File: src/rtl/bus_arbiter16.sv
// Round-robin arbiter granting one 8-bit system bus to one of 16 requesters, with a one-cycle turnaround gap.
// Define ARB_TIMEOUT_EN to enable the HOLD_MAX hold-time watchdog and the timeout pulse.
module bus_arbiter16 #(
  parameter int unsigned HOLD_MAX = 15
) (
  input  logic        clk,
  input  logic        rst_n,
  input  logic [15:0] req,
  input  logic        rel,
  output logic [15:0] gnt,
  output logic [3:0]  gnt_idx,
  output logic        gnt_valid,
  output logic        timeout
);

  localparam logic [1:0] ST_IDLE = 2'd0;
  localparam logic [1:0] ST_BUSY = 2'd1;
  localparam logic [1:0] ST_GAP  = 2'd2;

  logic [1:0]  state_q, state_d;
  logic [3:0]  ptr_q, ptr_d;
  logic [3:0]  owner_q, owner_d;
  logic        pick_found_s;
  logic [3:0]  pick_idx_s;
  logic [3:0]  cand_s;
  logic        end_norm_s;
  logic        wd_hit_s;
`ifdef ARB_TIMEOUT_EN
  localparam logic [7:0] HOLD_LIM = HOLD_MAX[7:0];
  logic [7:0]  hold_q, hold_d;
  logic        wd_q, wd_d;
`endif

  function automatic logic [15:0] onehot16(input logic [3:0] idx);
    onehot16 = 16'h0001 << idx;
  endfunction

  // Round-robin search: first set request at or after ptr, wrapping 15 -> 0.
  always_comb begin
    pick_found_s = 1'b0;
    pick_idx_s   = ptr_q;
    cand_s       = 4'd0;
    for (int i = 0; i < 16; i++) begin
      cand_s = ptr_q + i[3:0];
      if (!pick_found_s && req[cand_s]) begin
        pick_found_s = 1'b1;
        pick_idx_s   = cand_s;
      end else begin
        pick_found_s = pick_found_s;
      end
    end
  end

  // Tenure end conditions; a normal release wins over a coincident watchdog expiry.
  always_comb begin
    end_norm_s = rel | ~req[owner_q];
`ifdef ARB_TIMEOUT_EN
    wd_hit_s   = (hold_q == HOLD_LIM);
`else
    wd_hit_s   = 1'b0;
`endif
  end

  // Next-state logic for the IDLE/BUSY/GAP controller.
  always_comb begin
    state_d = state_q;
    ptr_d   = ptr_q;
    owner_d = owner_q;
`ifdef ARB_TIMEOUT_EN
    hold_d  = hold_q;
    wd_d    = wd_q;
`endif
    case (state_q)
      ST_IDLE: begin
        if (pick_found_s) begin
          state_d = ST_BUSY;
          owner_d = pick_idx_s;
          ptr_d   = pick_idx_s + 4'd1;
`ifdef ARB_TIMEOUT_EN
          hold_d  = 8'd1;
          wd_d    = 1'b0;
`endif
        end else begin
          state_d = ST_IDLE;
        end
      end
      ST_BUSY: begin
        if (end_norm_s || wd_hit_s) begin
          state_d = ST_GAP;
`ifdef ARB_TIMEOUT_EN
          wd_d    = ~end_norm_s;
`endif
        end else begin
          state_d = ST_BUSY;
`ifdef ARB_TIMEOUT_EN
          hold_d  = (hold_q == 8'hFF) ? hold_q : hold_q + 8'd1;
`endif
        end
      end
      ST_GAP: begin
        state_d = ST_IDLE;
`ifdef ARB_TIMEOUT_EN
        hold_d  = 8'd0;
`endif
      end
      default: begin
        state_d = ST_IDLE;
      end
    endcase
  end

  // State registers with asynchronous active-low reset.
  always_ff @(posedge clk or negedge rst_n) begin
    if (!rst_n) begin
      state_q <= ST_IDLE;
      ptr_q   <= 4'd0;
      owner_q <= 4'd0;
`ifdef ARB_TIMEOUT_EN
      hold_q  <= 8'd0;
      wd_q    <= 1'b0;
`endif
    end else begin
      state_q <= state_d;
      ptr_q   <= ptr_d;
      owner_q <= owner_d;
`ifdef ARB_TIMEOUT_EN
      hold_q  <= hold_d;
      wd_q    <= wd_d;
`endif
    end
  end

  // Outputs decode registered state only, so reset clears them immediately.
  always_comb begin
    if (state_q == ST_BUSY) begin
      gnt       = onehot16(owner_q);
      gnt_idx   = owner_q;
      gnt_valid = 1'b1;
    end else begin
      gnt       = 16'h0000;
      gnt_idx   = 4'd0;
      gnt_valid = 1'b0;
    end
`ifdef ARB_TIMEOUT_EN
    timeout = (state_q == ST_GAP) & wd_q;
`else
    timeout = 1'b0;
`endif
  end

endmodule

File: config.mk
export PLATFORM = sky130hd
export DESIGN_NAME = bus_arbiter16
export DESIGN_NICKNAME = d
export VERILOG_FILES = /design/src/rtl/bus_arbiter16.sv
export SDC_FILE = /design/constraint.sdc
export NUM_CORES = 1
export LEC_CHECK = 0
export BUFFER_PORTS_ARGS = -buffer_cell sky130_fd_sc_hd__buf_4
export CORE_UTILIZATION = 30
export CTS_CLUSTER_DIAMETER = 40
export DETAILED_ROUTE_END_ITERATION = 6
export PLACE_DENSITY = 0.59
export SLEW_MARGIN = 40
export SYNTH_ARGS = -nofsm -noshare
export SYNTH_HDL_FRONTEND = slang
export SYNTH_SLANG_ARGS = --single-unit
File: constraint.sdc
create_clock -name clk -period 4.15 [get_ports clk]
set_input_delay 0.6225 -clock clk [delete_from_list [all_inputs] [get_ports clk]]
set_output_delay 0.6225 -clock clk [all_outputs]
set_load 0.005 [all_outputs]
Yosys cells after proc, flatten, opt, wreduce, memory -nomap -nowiden
Index checks and enable logic that the tools add are counted.
{"block": "classes", "mul": 0, "n_shift": 1, "div_mod_pow": 0, "bitwise": 2, "n_eq_ne": 1, "mux": 71, "n_reduce_logical": 32, "n_lt_le_gt_ge": 17, "add_sub_neg": 16}
{"op": "< comparator 4 x 5 -> 1 bit, second input constant", "n": 17}
{"op": "binary-select mux 1 bit (select 4 bit)", "n": 17}
{"op": "two-way mux 4 bit", "n": 16}
{"op": "two-way mux 1 bit", "n": 35}
{"op": "adder 4 bit, second input constant", "n": 8}
{"op": "adder 4 x 3 -> 4 bit, second input constant", "n": 4}
{"op": "two-way mux 16 bit", "n": 1}
{"op": "left shift 1 x 4 -> 16 bit, first input constant", "n": 1}
{"op": "logical AND 1 bit", "n": 15}
{"op": "zero test 1 bit", "n": 15}
{"op": "adder 4 x 1 -> 4 bit, second input constant", "n": 2}
{"op": "adder 4 x 2 -> 4 bit, second input constant", "n": 2}
{"op": "case mux 2 bit (2 select lines)", "n": 1}
{"op": "== test 2 x 1 -> 1 bit, second input constant", "n": 1}
{"op": "zero test 2 bit", "n": 1}
{"op": "two-way mux 2 bit", "n": 1}
{"op": "AND reduction 2 bit", "n": 1}
{"op": "NOT 1 bit", "n": 1}
{"op": "bitwise OR 1 bit", "n": 1}
{"block": "totals", "out_inout_bits": 22, "input_bits": 19, "mem_bits_rw": 0, "romBits": 0, "latch_bits": 0, "mem_count": 0, "elab_cells": 143, "regBits": 10}

Depth between registers and ports, before layout
Gate-level depths: netlist of the first run.
{"block": "logic_depth", "ltp_word": 50, "depth_mapped": 18}

Least setup slack after synthesis of the first run
Ideal clock, no wire load.
{"block": "synth_timing", "path_type": "flip-flop to flip-flop", "from": "reg ptr_q[1]", "to": "reg ptr_q[1]", "path_slack_ns": -0.157, "synth_period_minus_slack_ns": 4.307, "arrival_time_ns": 4.182, "path_stages_with_launch": 17, "required_time_ns": 4.025, "n_path_buf": 4, "setup_time_ns": 0.125, "cell_sequence": "dfrtp_1 > buf_6 > buf_6 > buf_2 > inv_1 > ha_1 > buf_6 > mux4_2 > mux2_2 > mux2_4 > nor3_4 > nand2_1 > o32a_1 > nor3b_2 > xnor2_2 > ha_1 > mux2_2"}
{"block": "synth_via", "elab_chain_cells": 49, "word_cells_on_any_way": 110}
{"item": "from (decl)", "line": "21", "rtl": "logic [3:0] ptr_q, ptr_d;"}
{"item": "from (signal assigned)", "line": "124", "rtl": "ptr_q <= ptr_d;"}
{"item": "branches (longest 47 deep; another with adder 4 x 1 -> 4 bit)"}
{"item": "two-way mux 4 bit *", "line": "45", "rtl": "if (!pick_found_s && req[cand_s]) begin"}
{"item": "net pick_idx_s[0]", "line": "24", "rtl": "logic [3:0] pick_idx_s;"}
{"item": "adder 4 x 1 -> 4 bit *", "line": "78", "rtl": "ptr_d = pick_idx_s + 4'd1;"}
Mark *: on every way through the listed nets, which the timed path passes. The select of a mux whose other input is x is not followed.
A chain may end at the register's enable or synchronous reset.

Worst setup path in the final report of the first run
{"block": "layout_timing", "from": "reg ptr_q[2]", "to": "reg ptr_q[1]"}
Same word-level chain as after synthesis.

==> results of run 1 <==
==> sequential cells by signal, summed over array words and instances (netlist names) <==
signal   count
state_q      2
owner_q      4
ptr_q        4
==> area by class of cell <==
type | instances | share of cell area (%)
multi-input combinational | 294 | 73.9
clock buffer | 3 | 1.09
tap | 136 | 4.49
sequential | 10 | 6.60
timing repair buffer | 63 | 12.8
inverter | 11 | 1.09
==> what timing repair did <==
action                                  4_1_cts  5_1_grt
endpoints found under the setup margin        0        3
setup buffers                                 0        0
gates resized for setup                       0        4
==> cells by family (layout without fill, tap and decap cells) <==
family          Yosys count  after routing
flops                    10             10
compound gates           79             79
fa+ha+maj                 8              8
other cells               1              1
xor+xnor                 13             13
simple gates            110            110
buf+inv                  30             77
mux                      83             83
==> metal layers <==
layer | GRT usage [%] | wire length [um] | share of wire, % | vias to the layer above
li1 | - | - | - | 1406
met3 | 1.24 | 575 | 5.6 | 25
met5 | 0 | 0 | 0 | -
met1 | 26.3 | 4570 | 45 | 1515
met2 | 31.3 | 4770 | 46 | 160
met4 | 6.64 | 340 | 3.3 | 0
==> worst max-delay path, delay by kind of cell, from the launching register on <==
family,cells,cell delay (ns)
mux,2,0.91
fa+ha+maj,2,0.65
buf+inv,3,0.52
simple gates,3,0.74
flops,1,0.55
compound gates,2,0.44
==> through the flow <==
step | area (sq um) | setup slack [ns] | std cells | hold slack [ns] | util, %
final | 3790 | 0.238 | 517 | 0.213 | 36.6
after global routing | 3790 | 0.0670 | 517 | 0.214 | 36.6
after CTS | 3780 | 0.103 | 517 | 0.212 | 36.5
after detailed placement | 3740 | 0.120 | 514 | 0.455 | 36.1
after global placement | 3740 | 0.188 | 514 | 0.455 | 36.1
after floorplan | 3220 | 0.0424 | 334 | 0.327 | -
==> synthesized netlist by cell type (2+ instances only) <==
master     number  area, sq um
mux4_2         27          608
nor2_1         26         97.6
mux2_2         23          259
nand2_1        22         82.6
mux2i_1        21          210
a21oi_1        16         80.1
nand2b_1       12         75.1
nor3_1         11         55.1
dfrtp_1        10          250
o21ai_0        10         50.1
inv_1           9         33.8
ha_1            8          100
nand3_1         8         40.0
o22ai_1         8         50.1
and2_1          6         37.5
clkbuf_1        6         22.5
a31oi_1         5         31.3
buf_6           5         56.3
mux4_1          5          131
xnor2_1         5         43.8
buf_2           4         20.0
buf_4           4         30.0
mux2_4          4         60.1
nor2b_1         4         25.0
a221oi_1        3         26.3
a2bb2oi_1       3         26.3
o21ai_1         3         15.0
or2_1           3         18.8
or3_1           3         18.8
xnor2_2         3         48.8
xor2_1          3         26.3
a211oi_1        2         15.0
a311o_1         2         20.0
a311oi_1        2         17.5
inv_2           2         7.51
mux2i_4         2         45.0
nand4_1         2         12.5
o211ai_1        2         15.0
o21ai_2         2         17.5
or2_2           2         12.5
==> path summary, 6_finish.rpt <==
kind / from / end / slack (ns) / depth (start not counted)
max reg2reg: ptr_q[2]$_DFFE_PN0P_ / ptr_q[1]$_DFFE_PN0P_ / 0.24 / 12
min: rst_n / state_q[0]$_DFF_PN0_ / 0.21 / 1
min reg2reg: owner_q[3]$_DFFE_PN0P_ / owner_q[3]$_DFFE_PN0P_ / 0.60 / 2
min in group clk: owner_q[3]$_DFFE_PN0P_ / owner_q[3]$_DFFE_PN0P_ / 0.60 / 2
max: ptr_q[2]$_DFFE_PN0P_ / ptr_q[1]$_DFFE_PN0P_ / 0.24 / 12
max in group asynchronous: rst_n / owner_q[3]$_DFFE_PN0P_ / 3.80 / 1
==> metrics.md, run 1 <==
| Metric | Value |
|---|---|
| Startpoint Class | `flop` |
| Worst-Margin Slew | `0.770 ns` |
| Commonest non-fill, non-tap cells in the layout | `buf_4 (62), mux4_2 (27), nor2_1 (26)` |
| Crit path max-delay cell type | `mux4_2` |
| Initial core utilization | `30.9%` |
| Critical path endpoint category | `flop` |
| Vias | `3106` |
| Fmax | `about 0.26 GHz` |
| Vias/cell | `between 6 and 7` |
| Reg clk slew, reported paths | `0.04 ns` |
| EDFF count, synth | `0` |
| Avg Cell Area, Syn | `9.61 sq um` |
| Clock root cell | `clkbuf_8` |
| Antenna viol nets, final | `0` |
| Setup Skew | `0.00350 ns` |
| RePlAce Congestion | `between 0.9 and 1` |
| CTS tree | `yes` |
| First-pass GRT wire length | `16700 um` |
| Die Wd | `between 100 and 150 um` |
| XOR/XNOR Fraction of Synth Area | `5.07%` |
| Most common cell after layout, fill and taps aside | `buf_4` |
| Syn Nets | `361` |
| Share of cells above drive strength 1 | `a little over 40%` |
| Reg area | `approximately 250 sq um` |
| Ys flop type | `dfrtp_1` |
| Main combinational cell family by area after synthesis | `multiplexers` |
| Port bufs | `39` |
| Synth Area in Compound Gates | `between 10% and 20%` |
| Crit-path max FO | `11` |
| Pins Over Slew Limit | `0` |
| WL/cell | `19.8 um` |
| Post-synthesis sequential area ratio | `under 10%` |
| Crit path kind | `flop to flop` |
| Initial antenna violation count | `0` |
| RSZ-0062 raised after global routing | `false` |
| First-pass detailed-route iteration total | `5` |
| WP data required | `4.26 ns` |
| Final setup TNS | `0 ns` |
| Seq cells post-synth | `10` |
| Outcome | `finished, final reports clean` |
| CTS buffer count | `3` |
| Vias in the first global route | `3053` |
| Hold Crit Class | `primary input to async pin` |
| Post-synthesis adder-cell area fraction | `3.12%` |
| Critical path data arrival time | `4.02 ns` |
| Syn Inst Count | `around 330` |
| H-tree depth | `1` |
| Layout filler cell count | `1045` |
| Max_cap viols | `0` |
| Total GRT Usage | `19.0%` |
| Core area | `10400 sq um` |
| Sink Count | `10` |
| Half-perimeter wire length after placement | `7960 um` |
| # hold bufs at CTS | `0` |
| Post-Syn Area | `between 3000 and 4000 sq um` |
| Worst path max stage delay | `0.65 ns` |
| Final Hold Vio Count | `0` |
| Clock buffer depth | `2` |
| Multi-input logic area | `between 2000 and 3000 sq um` |
| Cell Rows | `37` |
| Synth warn | `0` |
| Drt drc | `0` |
| Die Y | `105 um` |
| Initial DRC count | `201` |
| Area Growth Syn to Fin | `18.2%` |
| NumNets Final | `410` |
| Simple-gate share of the synthesized area | `19.1%` |
| Slew headroom | `47.2%` |
| GRT overflow | `0` |
| Critical-path cell list | `inv_1, ha_1, buf_4, inv_1, mux4_2, a211oi_4, nand4_4, or3_4, nand2_1, o21ai_2, ha_1, mux2_2` |
| Mux contribution to synthesized area | `41.4%` |
| Final min period | `3.91 ns` |
| Number of distinct library cells after synthesis | `76` |
| Largest net degree at the start of global routing | `33` |
| Final wirelength | `~10000 um` |
| Async set-reset flop share out of synthesis | `100%` |
| Crit share post-route | `94.3%` |
| Worst skew pair latency | `0.22 ns` |
| Boundary Pins | `41` |
| # diodes | `0` |
| Die ar. | `11100 sq um` |
| Final setup vio count | `0` |
Power of run 1 is not shown: default switching activity piles up to over one toggle a cycle in this logic, so the estimate is an artifact.
==> run 2: changes to the inputs <==
--- a/config.mk
+++ b/config.mk
@@ -6,6 +6,7 @@
 export NUM_CORES = 1
 export LEC_CHECK = 0
 export BUFFER_PORTS_ARGS = -buffer_cell sky130_fd_sc_hd__buf_4
+export CORE_MARGIN = 10
 export CORE_UTILIZATION = 30
 export CTS_CLUSTER_DIAMETER = 40
 export DETAILED_ROUTE_END_ITERATION = 6
==> run 2 against run 1 <==
  * Final area rose by 0.49%
  * Worst setup slack got worse by 0.037 ns
  * Non-clock buffer count rose by 2
  * Final cell count rose by 0.58%
  * Global-route usage fell by 5.5 points
  * Utilization rose by 0.18 points
  * Sequential share of layout area barely moved
  * Fmax fell by 0.93%
==> metrics.md, run 2 (synthesis gave the netlist of run 1 again) <==
| Metric | Value |
|---|---|
| Crit path max-delay cell type | `mux4_2` |
| Slew headroom | `53.4% (+6.2 points)` |
| Most common cell after layout, fill and taps aside | `buf_4` |
| Most used cell, CP | `mux2_2` |
| Total GRT Usage | `13.5% (-5.5 points)` |
| WP data required | `4.26 ns (about the same)` |
| Drt drc | `0 (unchanged)` |
| Worst-Margin Slew | `0.679 ns (-0.0909 ns)` |
| Die ar. | `15200 sq um (+37%)` |
| # diodes | `0 (unchanged)` |
| First-pass GRT wire length | `16500 um (-1.1%)` |
| Outcome | `finished, final reports clean` |
| Routed wl met3 | `624 um (+8.5%)` |
| Fmax | `0.253 GHz (-0.93%)` |
| Die Y | `123 um (+17%)` |
| GRT overflow | `0 (unchanged)` |
| # hold bufs at CTS | `0 (unchanged)` |
| Core area | `10400 sq um (unchanged)` |
| Area Growth Syn to Fin | `18.8%` |
| Clock buffer depth | `2 (unchanged)` |
| Kind of cell adding the most delay to the critical path | `multiplexers` |
| Half-perimeter wire length after placement | `8320 um (+4.4%)` |
| Setup Skew | `0.00151 ns (-0.00199 ns)` |
| Antenna viol nets, final | `0 (unchanged)` |
| Vias | `3043 (-2.0%)` |
| Final setup TNS | `0 ns (unchanged)` |
| Boundary Pins | `41 (unchanged)` |
| Critical path data arrival time | `4.06 ns (+0.04 ns)` |
| Vias/cell | `5.85 (-2.6%)` |
| Hold WS | `0.213 ns (-0.000547 ns)` |
| Routed metal-1 wire length | `4770 um (+4.3%)` |
| Met2 WL | `4980 um (+4.6%)` |
| RePlAce Congestion | `0.914 (-5.2%)` |
| Final min period | `3.95 ns (+0.0369 ns)` |
| Die Wd | `123 um (+17%)` |
| Share of cells above drive strength 1 | `40.1% (-0.32 points)` |
| Initial antenna violation count | `0 (unchanged)` |
| Critical-path cell list | `inv_2, ha_2, mux4_2, mux2_2, mux2i_4, and3_1, nand2_2, o32a_1, nor3b_2, xnor2_2, ha_1, mux2_2` |
| Port bufs | `39 (unchanged)` |
| Crit path kind | `flop to flop` |
| CTS resizes | `0 (unchanged)` |
| RSZ-0062 raised after global routing | `false` |
| Startpoint Class | `flop` |
| CTS tree | `yes` |
| Critical path endpoint category | `flop` |
| Reg clk slew, reported paths | `0.04 ns (about the same)` |
| Crit path buf inv count | `1 (-2)` |
| Setup bufs post-CTS | `0 (unchanged)` |
| Max_cap viols | `0 (unchanged)` |
| Pins Over Slew Limit | `0 (unchanged)` |
| Cell Rows | `37 (unchanged)` |
| Final setup vio count | `0 (unchanged)` |
| Final Hold Vio Count | `0 (unchanged)` |
| CTS buffer count | `3 (unchanged)` |
| Crit share post-route | `95.2% (+0.89 points)` |
| Hold Crit Class | `primary input to async pin` |
| Crit-path max FO | `7 (-4)` |
| Initial DRC count | `195 (-3.0%)` |
| Vias in the first global route | `3076 (+0.75%)` |
| Sink Count | `10 (unchanged)` |
| Initial core utilization | `30.9% (unchanged)` |
| DR top layer | `met4` |
| Largest regs | `owner_q (4), ptr_q (4), state_q (2)` |
| NumNets Final | `412 (+0.49%)` |
| Worst path max stage delay | `0.55 ns (-0.10 ns)` |
| First-pass detailed-route iteration total | `5 (unchanged)` |
| H-tree depth | `1 (unchanged)` |
| Worst skew pair latency | `0.23 ns (about the same)` |
| Final wirelength | `10500 um (+2.8%)` |
| Commonest non-fill, non-tap cells in the layout | `buf_4 (64), mux4_2 (27), nor2_1 (26)` |
| Clock root cell | `clkbuf_8` |
| Largest net degree at the start of global routing | `33 (unchanged)` |
| WL/cell | `20.3 um (+2.2%)` |
-- run 2: cell types whose count changed in the layout (fill, tap and decap cells not counted) --
cell	delta
nor3_2	-1
mux2i_2	-1
clkbuf_8	+1
buf_4	+2
and3_1	+1
and3_2	-1
nor3_1	+1
mux2i_1	+1
-- run 2: layer usage --
| layer | global-route usage, % | up-vias |
|---|---|---|
| met5 | 0 | - |
| met4 | 2.91 | 0 |
| met3 | 2.32 | 10 |
| met2 | 23.0 | 89 |
| met1 | 17.3 | 1536 |
| li1 | - | 1408 |
-- run 2: final timing paths --
check	startpoint	slack, ns	cells after the start	end
worst max register to register	ptr_q[1]$_DFFE_PN0P_	0.20	12	ptr_q[1]$_DFFE_PN0P_
max in group asynchronous	rst_n	3.80	1	state_q[1]$_DFF_PN0_
worst min-delay path	rst_n	0.21	1	ptr_q[2]$_DFFE_PN0P_
worst min register to register	state_q[1]$_DFF_PN0_	0.62	2	state_q[0]$_DFF_PN0_
worst max-delay path	ptr_q[1]$_DFFE_PN0P_	0.20	12	ptr_q[1]$_DFFE_PN0P_
min in group clk	state_q[1]$_DFF_PN0_	0.62	2	state_q[0]$_DFF_PN0_
-- run 2: area by class of cell --
type                    count  area (sq um)
fillers                  1074          6560
clock buffers               4          55.1
multi-input cells         294          2790
flip-flops and latches     10           250
repair buffers             65           500
inverters                  11          41.3
well taps                 136           170
-- run 2: through the flow --
step / setup WS (ns) / std cells / area [sq um] / util, %
finish: 0.201 / 520 / 3810 / 36.8
global placement: 0.207 / 516 / 3750 / 36.2
floorplan: 0.0424 / 334 / 3220 / -
global route: 0.0229 / 520 / 3810 / 36.8
CTS: 0.158 / 520 / 3810 / 36.7
detailed placement: 0.177 / 516 / 3750 / 36.2
Power of run 2 is left out for the same reason.
